==> src/rtl/sd_spi_engine.sv <==
// SD-card SPI-mode master PHY: mode-0 SCK from a programmable divider, byte
// shifting under valid/ready, MISO synchroniser, multi-card chip select and a
// hardware init sequence (CS high, INIT_CLKS clocks).
// Optional macro SD_SPI_CRC7_EN: running CRC7 over transmitted bits on crc7.
module sd_spi_engine #(
  parameter int DIV_W       = 8,
  parameter int SYNC_STAGES = 2,
  parameter int CS_COUNT    = 1,
  parameter int INIT_CLKS   = 80,
  localparam int CS_W       = (CS_COUNT > 1) ? $clog2(CS_COUNT) : 1
) (
  input  logic                clk,
  input  logic                reset_n,
  input  logic [DIV_W-1:0]    cfg_div,
  input  logic [CS_W-1:0]     cs_sel,
  input  logic                init_req,
  output logic                init_done,
  input  logic                tx_valid,
  output logic                tx_ready,
  input  logic [7:0]          tx_data,
  input  logic                tx_last,
  output logic                rx_valid,
  output logic [7:0]          rx_data,
  output logic                busy,
  output logic [6:0]          crc7,
  output logic                sd_sck,
  output logic                sd_mosi,
  input  logic                sd_miso,
  output logic [CS_COUNT-1:0] sd_cs_n
);

  localparam int SYNC_W = $clog2(SYNC_STAGES + 1);
  localparam int CNT_W  = (DIV_W > SYNC_W) ? DIV_W : SYNC_W;
  localparam int PCNT_W = $clog2(INIT_CLKS);

  typedef enum logic [2:0] {S_IDLE, S_SHIFT, S_HOLD, S_END, S_INIT} state_t;

  state_t              state_reg, state_next;
  logic [CNT_W-1:0]    cnt_reg, cnt_next, hlim_reg, hlim_next, div_ext, hlim_new;
  logic                high_reg, high_next;
  logic [2:0]          bit_reg, bit_next;
  logic [PCNT_W-1:0]   pcnt_reg, pcnt_next;
  logic [6:0]          tx_sh_reg, tx_sh_next, rx_sh_reg, rx_sh_next;
  logic [7:0]          rx_data_reg, rx_data_next;
  logic                last_reg, last_next;
  logic [CS_W-1:0]     cs_idx_reg, cs_idx_next;
  logic                sck_reg, sck_next, mosi_reg, mosi_next;
  logic [CS_COUNT-1:0] cs_n_reg, cs_n_next, cs_hit;
  logic                rx_valid_reg, rx_valid_next, init_done_reg, init_done_next;
  logic                cs_on, cnt_end, miso_s;
  logic [SYNC_STAGES-1:0] sync_reg;
`ifdef SD_SPI_CRC7_EN
  logic [6:0]          crc_reg, crc_next, crc_step;
  logic                crc_fb;
`endif

  // H-1 = max(cfg_div, SYNC_STAGES): the half period never undercuts the synchroniser delay
  assign div_ext  = CNT_W'(cfg_div);
  assign hlim_new = (div_ext > CNT_W'(SYNC_STAGES)) ? div_ext : CNT_W'(SYNC_STAGES);
  assign cnt_end  = (cnt_reg == hlim_reg);
  assign miso_s   = sync_reg[SYNC_STAGES-1];

`ifdef SD_SPI_CRC7_EN
  // x^7 + x^3 + 1 over the bit currently on MOSI
  assign crc_fb   = crc_reg[6] ^ mosi_reg;
  assign crc_step = {crc_reg[5:0], 1'b0} ^ {3'b000, crc_fb, 2'b00, crc_fb};
  assign crc7     = crc_reg;
`else
  assign crc7     = 7'd0;
`endif

  // one compare per select line; an out-of-range index matches nothing
  for (genvar gi = 0; gi < CS_COUNT; gi++) begin : g_cs
    assign cs_hit[gi] = (cs_idx_next == CS_W'(gi));
  end
  assign cs_n_next = cs_on ? ~cs_hit : {CS_COUNT{1'b1}};

  assign busy      = (state_reg != S_IDLE);
  assign tx_ready  = ((state_reg == S_IDLE) && !init_req) || (state_reg == S_HOLD);
  assign sd_sck    = sck_reg;
  assign sd_mosi   = mosi_reg;
  assign sd_cs_n   = cs_n_reg;
  assign rx_valid  = rx_valid_reg;
  assign rx_data   = rx_data_reg;
  assign init_done = init_done_reg;

  // MISO synchroniser and all state/output registers
  always_ff @(posedge clk or negedge reset_n) begin
    if (!reset_n) begin
      sync_reg      <= '0;
      state_reg     <= S_IDLE;
      cnt_reg       <= '0;
      hlim_reg      <= '0;
      high_reg      <= 1'b0;
      bit_reg       <= '0;
      pcnt_reg      <= '0;
      tx_sh_reg     <= '0;
      rx_sh_reg     <= '0;
      rx_data_reg   <= '0;
      last_reg      <= 1'b0;
      cs_idx_reg    <= '0;
      sck_reg       <= 1'b0;
      mosi_reg      <= 1'b1;
      cs_n_reg      <= {CS_COUNT{1'b1}};
      rx_valid_reg  <= 1'b0;
      init_done_reg <= 1'b0;
`ifdef SD_SPI_CRC7_EN
      crc_reg       <= '0;
`endif
    end else begin
      sync_reg      <= {sync_reg[SYNC_STAGES-2:0], sd_miso};
      state_reg     <= state_next;
      cnt_reg       <= cnt_next;
      hlim_reg      <= hlim_next;
      high_reg      <= high_next;
      bit_reg       <= bit_next;
      pcnt_reg      <= pcnt_next;
      tx_sh_reg     <= tx_sh_next;
      rx_sh_reg     <= rx_sh_next;
      rx_data_reg   <= rx_data_next;
      last_reg      <= last_next;
      cs_idx_reg    <= cs_idx_next;
      sck_reg       <= sck_next;
      mosi_reg      <= mosi_next;
      cs_n_reg      <= cs_n_next;
      rx_valid_reg  <= rx_valid_next;
      init_done_reg <= init_done_next;
`ifdef SD_SPI_CRC7_EN
      crc_reg       <= crc_next;
`endif
    end
  end

  // next state, phase counters and next pin values (pins are registered)
  always_comb begin
    state_next     = state_reg;
    cnt_next       = cnt_reg;
    hlim_next      = hlim_reg;
    high_next      = high_reg;
    bit_next       = bit_reg;
    pcnt_next      = pcnt_reg;
    tx_sh_next     = tx_sh_reg;
    rx_sh_next     = rx_sh_reg;
    rx_data_next   = rx_data_reg;
    last_next      = last_reg;
    cs_idx_next    = cs_idx_reg;
    sck_next       = 1'b0;
    mosi_next      = 1'b1;
    cs_on          = 1'b0;
    rx_valid_next  = 1'b0;
    init_done_next = 1'b0;
`ifdef SD_SPI_CRC7_EN
    crc_next       = crc_reg;
`endif
    case (state_reg)
      S_IDLE: begin
        if (init_req) begin
          state_next = S_INIT;
          hlim_next  = hlim_new;
          cnt_next   = '0;
          high_next  = 1'b0;
          pcnt_next  = '0;
        end else if (tx_valid) begin
          state_next  = S_SHIFT;
          hlim_next   = hlim_new;
          cs_idx_next = cs_sel;
          last_next   = tx_last;
          tx_sh_next  = tx_data[6:0];
          mosi_next   = tx_data[7];
          cnt_next    = '0;
          high_next   = 1'b0;
          bit_next    = '0;
          cs_on       = 1'b1;
`ifdef SD_SPI_CRC7_EN
          crc_next    = '0;
`endif
        end
      end
      S_SHIFT: begin
        cs_on     = 1'b1;
        sck_next  = high_reg;
        mosi_next = mosi_reg;
        if (!cnt_end) begin
          cnt_next = cnt_reg + CNT_W'(1);
        end else begin
          cnt_next = '0;
          if (!high_reg) begin
            high_next = 1'b1;
            sck_next  = 1'b1;
          end else begin
            // last cycle of the high phase: sample MISO, then SCK falls
            high_next  = 1'b0;
            sck_next   = 1'b0;
            rx_sh_next = {rx_sh_reg[5:0], miso_s};
`ifdef SD_SPI_CRC7_EN
            crc_next   = crc_step;
`endif
            if (bit_reg == 3'd7) begin
              rx_valid_next = 1'b1;
              rx_data_next  = {rx_sh_reg, miso_s};
              mosi_next     = 1'b1;
              state_next    = last_reg ? S_END : S_HOLD;
            end else begin
              bit_next   = bit_reg + 3'd1;
              mosi_next  = tx_sh_reg[6];
              tx_sh_next = {tx_sh_reg[5:0], 1'b0};
            end
          end
        end
      end
      S_HOLD: begin
        cs_on = 1'b1;
        if (tx_valid) begin
          state_next = S_SHIFT;
          last_next  = tx_last;
          tx_sh_next = tx_data[6:0];
          mosi_next  = tx_data[7];
          cnt_next   = '0;
          high_next  = 1'b0;
          bit_next   = '0;
        end
      end
      S_END: begin
        if (cnt_end) begin
          state_next = S_IDLE;
        end else begin
          cnt_next = cnt_reg + CNT_W'(1);
          cs_on    = 1'b1;
        end
      end
      S_INIT: begin
        sck_next = high_reg;
        if (!cnt_end) begin
          cnt_next = cnt_reg + CNT_W'(1);
        end else begin
          cnt_next = '0;
          if (!high_reg) begin
            high_next = 1'b1;
            sck_next  = 1'b1;
          end else begin
            high_next = 1'b0;
            sck_next  = 1'b0;
            if (pcnt_reg == PCNT_W'(INIT_CLKS - 1)) begin
              state_next     = S_IDLE;
              init_done_next = 1'b1;
            end else begin
              pcnt_next = pcnt_reg + PCNT_W'(1);
            end
          end
        end
      end
      default: state_next = S_IDLE;
    endcase
  end

endmodule

==> config.mk <==
export PLATFORM = sky130hd
export DESIGN_NAME = sd_spi_engine
export DESIGN_NICKNAME = d
export VERILOG_FILES = /design/src/rtl/sd_spi_engine.sv
export SDC_FILE = /design/constraint.sdc
export NUM_CORES = 1
export LEC_CHECK = 0
export ABC_AREA = 0
export BUFFER_PORTS_ARGS = -buffer_cell sky130_fd_sc_hd__clkbuf_2
export CORE_ASPECT_RATIO = 0.6
export CORE_UTILIZATION = 44
export CTS_BUF_LIST = sky130_fd_sc_hd__clkbuf_2
export DETAILED_ROUTE_END_ITERATION = 12
export GPL_TIMING_DRIVEN = 0
export MAX_ROUTING_LAYER = met4
export RECOVER_POWER = 50
export SLEW_MARGIN = 20
export SYNTH_ARGS = -nofsm -noshare
export SYNTH_HDL_FRONTEND = slang
export SYNTH_SLANG_ARGS = --single-unit
==> constraint.sdc <==
create_clock -name clk -period 4.7 [get_ports clk]
set_input_delay 0.235 -clock clk [delete_from_list [all_inputs] [get_ports clk]]
set_output_delay 0.235 -clock clk [all_outputs]
set_load 0.02 [all_outputs]
* Word-level counts from Yosys, hierarchy flattened
Index checks and enable logic that the tools add are counted.
Word-level totals: flip-flop bits (word level) 61, bits in latches 0, bits in writable memories 0, bits in read-only memories 0, output and inout port bits 22, memories 0
Cells by class: add/subtract/negate cells 3, multipliers 0, divide/modulo/power cells 0, magnitude comparators 1, equal/unequal tests 19, shifts and indexed selects 0, muxes and demuxes 67, bitwise operators 0, reductions and logical operators 22
Operators by type and width (count):
- 7-bit 2-to-1 mux | 9
- 8-bit 2-to-1 mux | 7
- 3-bit 2-to-1 mux | 14
- 8-bit one-hot mux with 4 select lines | 1
- 1-bit 2-to-1 mux | 28
- 2-bit != test, second input constant | 12
- 7-bit one-hot mux with 3 select lines | 1
- 3-bit one-hot mux with 5 select lines | 1
- 7-bit one-hot mux with 2 select lines | 1
- 5-bit AND reduction | 2
- 1-bit one-hot mux with 3 select lines | 3
- 3-bit one-hot mux with 3 select lines | 1
- 3-bit nonzero test | 3
- 8-bit by 1-bit adder with 8-bit output, second input constant | 1
- 8-bit == test | 1
- 8-bit by 2-bit greater-than comparator with 1-bit output, second input constant | 1
- 2-bit AND reduction | 4
- 7-bit by 1-bit adder with 7-bit output, second input constant | 1
- 7-bit == test, second input constant | 1
- 7-bit AND reduction | 1
- 3-bit by 2-bit == test with 1-bit output, second input constant | 2
- 3-bit == test, second input constant | 2
- 2-bit nonzero test | 3
- 4-bit AND reduction | 1
- 10 further kinds | 11

* Logic depth before layout (Yosys ltp)
Gate-level depths: netlist of run 1.
depth after elaboration 5, mapped depth 11

* Least setup slack after synthesis of run 1
Ideal clock, no wire load.
path type flip-flop to flip-flop, start point register cnt_reg[6], end point register rx_data_reg[0] (netlist: rx_data[0]), setup time 0.125 ns, data arrival time 2.278 ns, setup slack 2.297 ns, stages on the path, launching flop included 12, path through dfrtp_1 xor2_1 nor4_2 nand2_1 clkinv_2 buf_6 buf_6 ha_1 and3_1 buf_2 nand2_1 mux2_2
On the way: word-level cells in the longest chain between the ends 2
Ends and longest elaborated chain:
- from (decl) | line 39 | logic [CNT_W-1:0] cnt_reg, cnt_next, hlim_reg, hlim_next, div_ext, hlim_new;
- from (signal assigned) | line 113 | cnt_reg <= cnt_next;
- 8-bit == test | line 60 | assign cnt_end = (cnt_reg == hlim_reg);
- 4-bit AND reduction (no source line)
- to (signal assigned) | line 120 | rx_data_reg <= rx_data_next;
- to (decl) | line 44 | logic [7:0] rx_data_reg, rx_data_next;
No other way between the ends. A chain may end at the register's enable or synchronous reset.

* Worst setup path in the final report of run 1
start point register cnt_reg[6], end point register rx_data_reg[7] (netlist: rx_data[7])
Same word-level chain as after synthesis.

==> results of run 1 <==
==> cells in the final DEF, fill, tap and decap left out, types with 4 or more instances in the layout <==
cell and count:
mux2_2 23, ha_1 5, a21oi_1 17, o31ai_1 4, nand3_1 11, mux2i_1 6, and2_1 4, nor3_1 9
dfrtp_1 59, nor2b_1 4, clkbuf_1 12, nor2_1 26, nand4_1 7, clkbuf_2 42, inv_1 12, o21ai_0 15
a41oi_1 4, nand2_1 23, xor2_1 13, buf_2 6, conb_1 7, a31oi_1 4, buf_4 7, nand2b_1 6
dlygate4sd3_1 19, and3_1 4
==> power by group through the flow <==
stage	Clock [mW]	Sequential, mW	Combinational (mW)
3_5_place_dp	0	0.787	0.596
6_report	0.316	0.777	0.609
4_1_cts	0.330	0.776	0.611
2_1_floorplan	0	0.759	0.446
3_3_place_gp	0	0.781	0.578
5_1_grt	0.354	0.799	0.682
==> cells by family (layout without fill, tap and decap cells) <==
group | after synthesis | after routing | synth area share (%)
simple gates | 110 | 110 | 18.2
compound gates | 66 | 66 | 13.2
flops | 61 | 61 | 46.9
buf+inv | 35 | 108 | 5.56
mux | 30 | 30 | 10.1
xor+xnor | 15 | 15 | 4.03
fa+ha+maj | 5 | 5 | 1.92
other cells | 1 | 7 | 0.115
==> metal layers <==
| layer | vias to the layer above | part of all wire (%) |
|---|---|---|
| li1 | 1285 | - |
| met2 | 100 | 40 |
| met5 | - | 0 |
| met3 | 6 | 7.9 |
| met1 | 1255 | 51 |
| met4 | 0 | 0.74 |
==> final cells by class <==
class,count,area share (%)
Sequential cell,61,39.5
Multi-Input combinational cell,233,40.6
Inverter,13,1.29
Timing Repair Buffer,57,9.59
Tap cell,87,2.81
Clock buffer,11,1.42
Buffer,22,3.39
Clock inverter,5,1.39
==> final timing paths <==
path                        startpoint           end  slack [ps]  depth (start not counted)
min in group asynchronous      reset_n  tx_sh_reg[1]         600                          2
hold reg to reg            sync_reg[0]   sync_reg[1]         370                          0
max in group asynchronous      reset_n    rx_data[6]        1780                          3
setup reg to reg            cnt_reg[6]    rx_data[7]        1640                         11
setup / recovery            cnt_reg[6]    rx_data[7]        1640                         11
hold / removal                tx_valid      high_reg         140                          4
==> metrics by stage <==
stage | util (%) | worst slack (ps) | power (mW)
floorplan | - | 2300 | 1.21
global placement | 51.8 | 1730 | 1.36
detailed placement | 52.1 | 1670 | 1.38
CTS | 56.5 | 1640 | 1.72
global route | 56.1 | 1160 | 1.84
finish | 56.1 | 1640 | 1.70
==> repair_timing <==
action                     in CTS  in global routing
hold buffers                   19                  0
hold endpoints to repair       77                  0
resized for setup               0                  0
setup endpoints to repair       0                  0
==> worst max-delay path: cells and delay by family (launching register included) <==
kind	cells	cell delay (ps)
AND/OR/NAND/NOR	4	1010
buffers and inverters	4	690
flip-flops	1	520
multiplexers	1	360
XOR/XNOR	1	210
adder cells (fa/ha/maj)	1	160
==> reports/results.ini, run 1 <==
[clock_network]
cts.clk_slew.worst_paths_ps=160
clkLatencyLatePin_ps=510
cts_tree=built
htreeDepth=3
cts_buffer_depth=2
cts_setup_buffers=0
numCtsBuffers=9
cts_sinks=61
cts_root_buf=clkbuf_2

[timing]
timing.slew.headroom_pct=-19.4
tightest_slew_ps=1790
finalHoldViolations=0
maxSlewViolCount=35
max_freq_ghz=0.327
min_period_ps=3060
setup_viol=0
rsz0062_at_grt=false
hold_ws_ps=143
fin_skew_ps=18.4
fin_setup_tns_ps=0
timing.final.crit_share_pct=65.1

[die]
start_util_pct=47.2
die_w_um=113
dieArea_um2=7770
coreArea_um2=6910
die_height_um=68.7
rows=23
io_pins=45

[global_route]
grt_max_degree=35
grt_usage_pct=22.7
met2_usage_pct=31.0
grt_first_pass_wirelength_um=12500
top_usage_layer=met1
grt_pass1_vias=2458
grt_use_met3_pct=7.78
grt_overflow=0
grt_antenna_before_repair=0
met1_usage_pct=31.5

[pwr]
p_switching_mw=0.659
irDropWorstVdd_v=0.000265
power.share.clock_pct=18.6
pwr-share-seq_pct=45.6
power.density_nw_per_um2=439
cellLeakagePower_nw=1.78
p_int_mw=1.04
swShare_pct=38.7
combPwrFrac_pct=35.8

[worst_setup_path]
required_ps=5100
crit_path_top_delay_cell=dfrtp_1
crit_chain=xor2_1, nor4_2, nand2_1, clkinv_2, buf_6, buf_6, ha_1, and3_1, buf_2, nand2_1, mux2_2
worstSetupPathType=flop to flop
startpoint_type=flop
max_stage_delay_ps=520
cp-end-kind=flop
path_max_fanout=10
arrival_ps=3460

[outcome]
status=finished with violations
violations=max-capacitance violations, max-slew violations

[cells_and_area]
n_antenna_cell=0
multi_input_area_um2=1570
area_growth_pct=18.8
drive_gt1_share_pct=24.1
fin_cells=489
nets=425
nFillCells=628
seqCellArea_um2=1530
fin_area_um2=3870

[logic_synthesis]
ys_async_sr_fraction_pct=100
synth-seq-cells=61
avgSynthCellArea_um2=10.1
yosysSeqAreaShare_pct=46.9
synth_common_cells=dfrtp_1, nor2_1, mux2_2, nand2_1, a21oi_1
synth_edf_count=0
synthCells=323
syn_area_um2=3260
synth_top_area_share_pct=45.3
synth.area.top_cells=dfrtp_1, mux2_2, xor2_1
yosys.cell_types.count=58
yosysMostFrequentCell=dfrtp_1
synth_warnings=0
ys.flop_type=dfrtp_1
yosys.area.top_type=dfrtp_1

[route]
vias=2646
vias_per_cell=5.41
drc=0
dr.pass1.iters=5
ant_nets=0
routed_wirelength_um=7680
wl_per_cell_um=15.7
drt-initial-drc-count=217

[placement]
gp_congestion=0.853
dp.cells=454
numPortBuffers=37
place_hpwl_um=5640
dpl_cell_area_um2=3600

[flow_run]
max-cap-violations=1

[hold_path]
hold_path.class=primary input to flop

Note: power is estimated with default switching activity, not from simulation.
==> run 2, diff against run 1 <==
--- a/config.mk
+++ b/config.mk
@@ -13,6 +13,7 @@
 export DETAILED_ROUTE_END_ITERATION = 12
 export GPL_TIMING_DRIVEN = 0
 export MAX_ROUTING_LAYER = met4
+export PLACE_DENSITY = 0.66
 export RECOVER_POWER = 50
 export SLEW_MARGIN = 20
 export SYNTH_ARGS = -nofsm -noshare
==> constraint.sdc (replaced) <==
create_clock -name clk -period 2.8 [get_ports clk]
set_input_delay 0.14 -clock clk [delete_from_list [all_inputs] [get_ports clk]]
set_output_delay 0.14 -clock clk [all_outputs]
set_load 0.02 [all_outputs]
==> run 2 against run 1 <==
The run now ends clean. Critical path type unchanged. Critical endpoint is now rx_data[6]. Clock power rose by 68%. Highest routed layer unchanged. Routed wire length up 0.23%. Power is 72% higher. Critical path depth fell by 1.
==> reports/results.ini, run 2 (synthesis gave the netlist of run 1 again) <==
[die]
io_pins=45  ; unchanged
dieArea_um2=7770  ; unchanged
start_util_pct=47.2  ; unchanged
die_height_um=68.7  ; unchanged
coreArea_um2=6910  ; unchanged
die_w_um=113  ; unchanged
rows=23  ; unchanged

[global_route]
grt_overflow=0  ; unchanged
grt_antenna_before_repair=0  ; unchanged
grt_max_degree=43  ; +23%
grt_first_pass_wirelength_um=12700  ; +1.4%
grt_pass1_vias=2425  ; -1.3%
grt_usage_pct=22.7  ; about the same

[pwr]
irDropWorstVdd_v=0.000412  ; +56%
cellLeakagePower_nw=1.86  ; +4.5%
power.density_nw_per_um2=735  ; +67%
power_mw=2.92  ; +72%

[route]
dr.pass1.iters=6  ; +1
drc=0  ; unchanged
routed_wirelength_um=7700  ; +0.23%
vias=2741  ; +3.6%
ant_nets=0  ; unchanged
wl_per_cell_um=15.4  ; -2.2%
drt-initial-drc-count=292  ; +35%
vias_per_cell=5.47  ; +1.1%

[clock_network]
cts_root_buf=clkbuf_2
cts_buffer_depth=2  ; unchanged
cts_sinks=61  ; unchanged
htreeDepth=3  ; unchanged
cts_tree=built
clkLatencyLatePin_ps=510  ; about the same
numCtsBuffers=9  ; unchanged
cts.clk_slew.worst_paths_ps=160  ; about the same

[worst_setup_path]
cp-end-kind=flop
path_max_fanout=14  ; +4
worstSetupPathType=flop to flop
required_ps=3190  ; -1910 ps
arrival_ps=3030  ; -430 ps
rr_worst_depth=10  ; -1
startpoint_type=flop

[placement]
dp_slack_ps=-156  ; -1830 ps
numPortBuffers=37  ; unchanged
gp_congestion=0.917  ; +7.5%
place_hpwl_um=5440  ; -3.6%
dp.cells=454  ; unchanged
dpl_cell_area_um2=3600  ; unchanged

[cells_and_area]
multi_input_area_um2=1580  ; +0.48%
n_antenna_cell=0  ; unchanged
fin_cells=501  ; +2.5%
fin_area_um2=3980  ; +2.6%
layout_commonest_cell=dfrtp_1
final_cell_mix=dfrtp_1, clkbuf_2, nor2_1
nets=437  ; +2.8%
drive_gt1_share_pct=26.8  ; +2.7 points
area_growth_pct=21.9
final_core_utilization_pct=57.6  ; +1.5 points
nFillCells=627  ; -0.16%
seqCellArea_um2=1530  ; +0.16%

[hold_path]
worstHoldPathCells=4  ; unchanged
hold_path.class=primary input to flop

[timing]
tightest_slew_ps=1110  ; -679 ps
maxSlewViolCount=0  ; -100%
setup_slack_ps=156  ; -1480 ps
timing.slew.headroom_pct=25.9  ; +45 points
timing.final.crit_share_pct=94.4  ; +29 points
max_freq_ghz=0.378  ; +16%
hold_ws_ps=67.4  ; -75.1 ps
rsz0062_at_grt=false
fin_setup_tns_ps=0  ; unchanged
setup_viol=0  ; unchanged
min_period_ps=2640  ; -416 ps
finalHoldViolations=0  ; unchanged
fin_skew_ps=25.1  ; +6.72 ps

[outcome]
status=complete, no violations

[flow_run]
max-cap-violations=0  ; -1

[run 2: layout make-up]
cell class                      count  share of cell area, %
Multi-Input combinational cell    233                   39.8
Sequential cell                    61                   38.5
Timing Repair Buffer               70                   11.9
Buffer                             21                   3.18
Tap cell                           87                   2.74
Clock buffer                       12                   1.51
Inverter                           13                   1.29
Clock inverter                      4                   1.07
[run 2: what timing repair did]
| action | CTS | global route |
|---|---|---|
| pin swaps | 1 | 2 |
| setup buffers | 7 | 5 |
| endpoints found under the hold margin | 78 | 0 |
| hold buffers | 20 | 0 |
| resized for setup | 2 | 6 |
| gates cloned | 0 | 0 |
| endpoints found under the setup margin | 8 | 21 |
[run 2: critical path, stage by stage (launching register included)]
cell,delay (ps)
dfrtp_2,490
xor2_1,180
nor4_2,380
nand2_1,210
inv_4,210
buf_6,180
ha_1,150
and3_1,180
buf_6,160
nand2_4,100
mux2_2,300
[run 2: layer usage]
metal  up-vias  global-route usage [%]  wire length, µm
met5         -                       -                0
met1      1301                    32.8             3980
met3         4                    7.43              655
li1       1314                       -                -
met4         0                    5.43               34
met2       122                    30.0             3030
[run 2: final timing paths]
kind                                   from            to  slack [ps]
worst min register to register  sync_reg[0]   sync_reg[1]         370
worst min-delay path               tx_valid      high_reg          70
worst max register to register   cnt_reg[6]    rx_data[6]         160
min in group asynchronous           reset_n    cnt_reg[5]         340
max in group asynchronous           reset_n  rx_sh_reg[6]         860
worst max-delay path             cnt_reg[6]    rx_data[6]         160
[run 2: power breakdown]
group	switching [mW]	leakage, nW	internal [mW]
Combinational	0.595	1.01	0.486
Clock	0.320	0.0710	0.211
Sequential	0.201	0.780	1.11
Total	1.12	1.86	1.80
==> run 3, diff against run 2 <==
--- a/config.mk
+++ b/config.mk
@@ -7,7 +7,6 @@
 export LEC_CHECK = 0
 export ABC_AREA = 0
 export BUFFER_PORTS_ARGS = -buffer_cell sky130_fd_sc_hd__clkbuf_2
-export CORE_ASPECT_RATIO = 0.6
 export CORE_UTILIZATION = 44
 export CTS_BUF_LIST = sky130_fd_sc_hd__clkbuf_2
 export DETAILED_ROUTE_END_ITERATION = 12
==> run 3 against run 2 <==
Sequential share of layout area up 0.84 points. Highest routed layer unchanged. Worst setup slack worse by 14 ps. Utilization down 3.5 points. Global-route usage down 1.4 points. Critical path depth grew 1. Hold slack got worse by 40 ps. Fmax decreased by 0.54%. Largest power group unchanged. Power decreased by 5.7%. Combinational power fell by 5%. Final cell count up 0.20%. Final area shrank 2.0%.
==> reports/results.ini, run 3 (synthesis gave the netlist of run 1 again) <==
[placement]
numPortBuffers=37  ; unchanged
dpl_cell_area_um2=3620  ; +0.42%
gp_congestion=0.888  ; -3.2%
place_hpwl_um=5040  ; -7.3%
dp_slack_ps=-57.0  ; +99.2 ps

[outcome]
status=complete, no violations

[worst_setup_path]
cp-end-kind=flop
arrival_ps=3060  ; +30 ps
startpoint_type=flop
critPathLaunch=cnt_reg[4]
reg2reg_from=cnt_reg[4]
worstSetupPathType=flop to flop
required_ps=3200  ; about the same
path_max_fanout=10  ; -4

[cells_and_area]
fin_area_um2=3900  ; -2.0%
drive_gt1_share_pct=25.8  ; -1.0 points
area_growth_pct=19.4
nets=428  ; -2.1%
n_antenna_cell=0  ; unchanged
nFillCells=701  ; +12%
final_core_utilization_pct=54.0  ; -3.5 points
layout_commonest_cell=dfrtp_1
final_cell_mix=dfrtp_1, clkbuf_2, nor2_1

[timing]
setup_slack_ps=141  ; -14.4 ps
max_freq_ghz=0.376  ; -0.54%
min_period_ps=2660  ; +14.4 ps
maxSlewViolCount=0  ; unchanged
fin_setup_tns_ps=0  ; unchanged
tightest_slew_ps=1140  ; +24.7 ps
setup_viol=0  ; unchanged
finalHoldViolations=0  ; unchanged
fin_skew_ps=34.0  ; +8.88 ps
timing.final.crit_share_pct=95.0  ; +0.51 points
timing.slew.headroom_pct=24.3  ; -1.6 points

[pwr]
power_mw=2.75  ; -5.7%
power.density_nw_per_um2=707  ; -3.8%
cellLeakagePower_nw=1.79  ; -3.8%
irDropWorstVdd_v=0.000360  ; -13%

[global_route]
grt_pass1_vias=2428  ; +0.12%
grt_antenna_before_repair=0  ; unchanged
grt_overflow=0  ; unchanged
grt_usage_pct=21.3  ; -1.4 points
grt_max_degree=42  ; -2.3%
grt_first_pass_wirelength_um=12000  ; -6.0%

[clock_network]
cts_tree=built
cts_root_buf=clkbuf_2
htreeDepth=3  ; unchanged
cts.clk_slew.worst_paths_ps=170  ; about the same
clkLatencyLatePin_ps=510  ; about the same
cts_buffer_depth=2  ; unchanged
numCtsBuffers=9  ; unchanged
cts_sinks=61  ; unchanged

[route]
ant_nets=0  ; unchanged
vias=2638  ; -3.8%
vias_per_cell=5.25  ; -3.9%
dr.pass1.iters=4  ; -2
drc=0  ; unchanged
drt-initial-drc-count=212  ; -27%
wl_per_cell_um=14.3  ; -6.8%
routed_wirelength_um=7190  ; -6.6%

[die]
dieArea_um2=7760  ; -0.15%
start_util_pct=45.2  ; -2.0 points
coreArea_um2=7210  ; +4.5%
die_w_um=88.1  ; -22%
die_height_um=88.1  ; +28%
rows=31  ; +35%
io_pins=45  ; unchanged

[flow_run]
max-cap-violations=0  ; unchanged

[hold_path]
holdCritStartpoint=tx_valid
hold_path.class=primary input to flop

==> run 3: cell count changes in the layout (fill, tap and decap cells not counted), sizes merged <==
cell         previous run  this run
dlygate4sd3            20        19
clkinvlp                0         3
bufinv                  1         0
clkbuf                 55        52
buf                    28        20
clkinv                  3         2
==> run 3: layout make-up <==
type	instances	area [µm²]	share of cell area, %
clock inverter	5	30.0	0.771
sequential	61	1530	39.4
inverter	13	51.3	1.32
clock buffer	9	45.0	1.16
multi-input combinational	233	1580	40.6
timing repair buffer	60	397	10.2
tap	99	124	3.18
buffer	22	134	3.44
==> run 3: report_power, final <==
| group | total, mW | switching (mW) | internal [mW] |
|---|---|---|---|
| clock | 0.423 | 0.323 | 0.100 |
| combinational | 1.03 | 0.581 | 0.454 |
| sequential | 1.30 | 0.186 | 1.11 |
| total | 2.75 | 1.09 | 1.66 |
==> run 3: worst max-delay path: stages, from the launching register on <==
cell and delay (ps):
dfrtp_2 470, xor2_1 180, nor4_2 380, nand2_1 200, inv_4 130, buf_6 150, buf_6 150, ha_1 150
and3_1 160, buf_4 180, nand2_4 110, mux2_2 300
==> run 3: worst paths after layout <==
| kind | end | slack, ps | cells after the start |
|---|---|---|---|
| worst min register to register | sync_reg[1] | 370 | 0 |
| min in group asynchronous | cnt_reg[7] | 350 | 2 |
| worst max-delay path | rx_data[7] | 140 | 11 |
| worst min-delay path | high_reg | 30 | 4 |
| max in group asynchronous | cnt_reg[6] | 860 | 3 |
| worst max register to register | rx_data[7] | 140 | 11 |
==> run 3: through the flow <==
step | hold WS, ps | cells
2_1_floorplan | -156 | 329
3_3_place_gp | 250 | 465
3_5_place_dp | 84.8 | 466
4_1_cts | 10.6 | 499
5_1_grt | 37.5 | 502
6_report | 27.7 | 502
==> run 3: per-layer routing <==
metal	GRT usage (%)	vias to the layer above	routed length [µm]
li1	-	1294	-
met1	28.8	1264	3480
met2	30.5	66	3280
met3	4.34	14	301
met4	9.97	0	124
met5	-	-	0
==> run 3: repair_timing <==
action | 4_1_cts | 5_1_grt
gates resized for setup | 1 | 8
endpoints found under the hold margin | 78 | 0
setup buffers | 0 | 3
pin swaps | 0 | 2
hold buffers | 19 | 0
endpoints found under the setup margin | 8 | 15
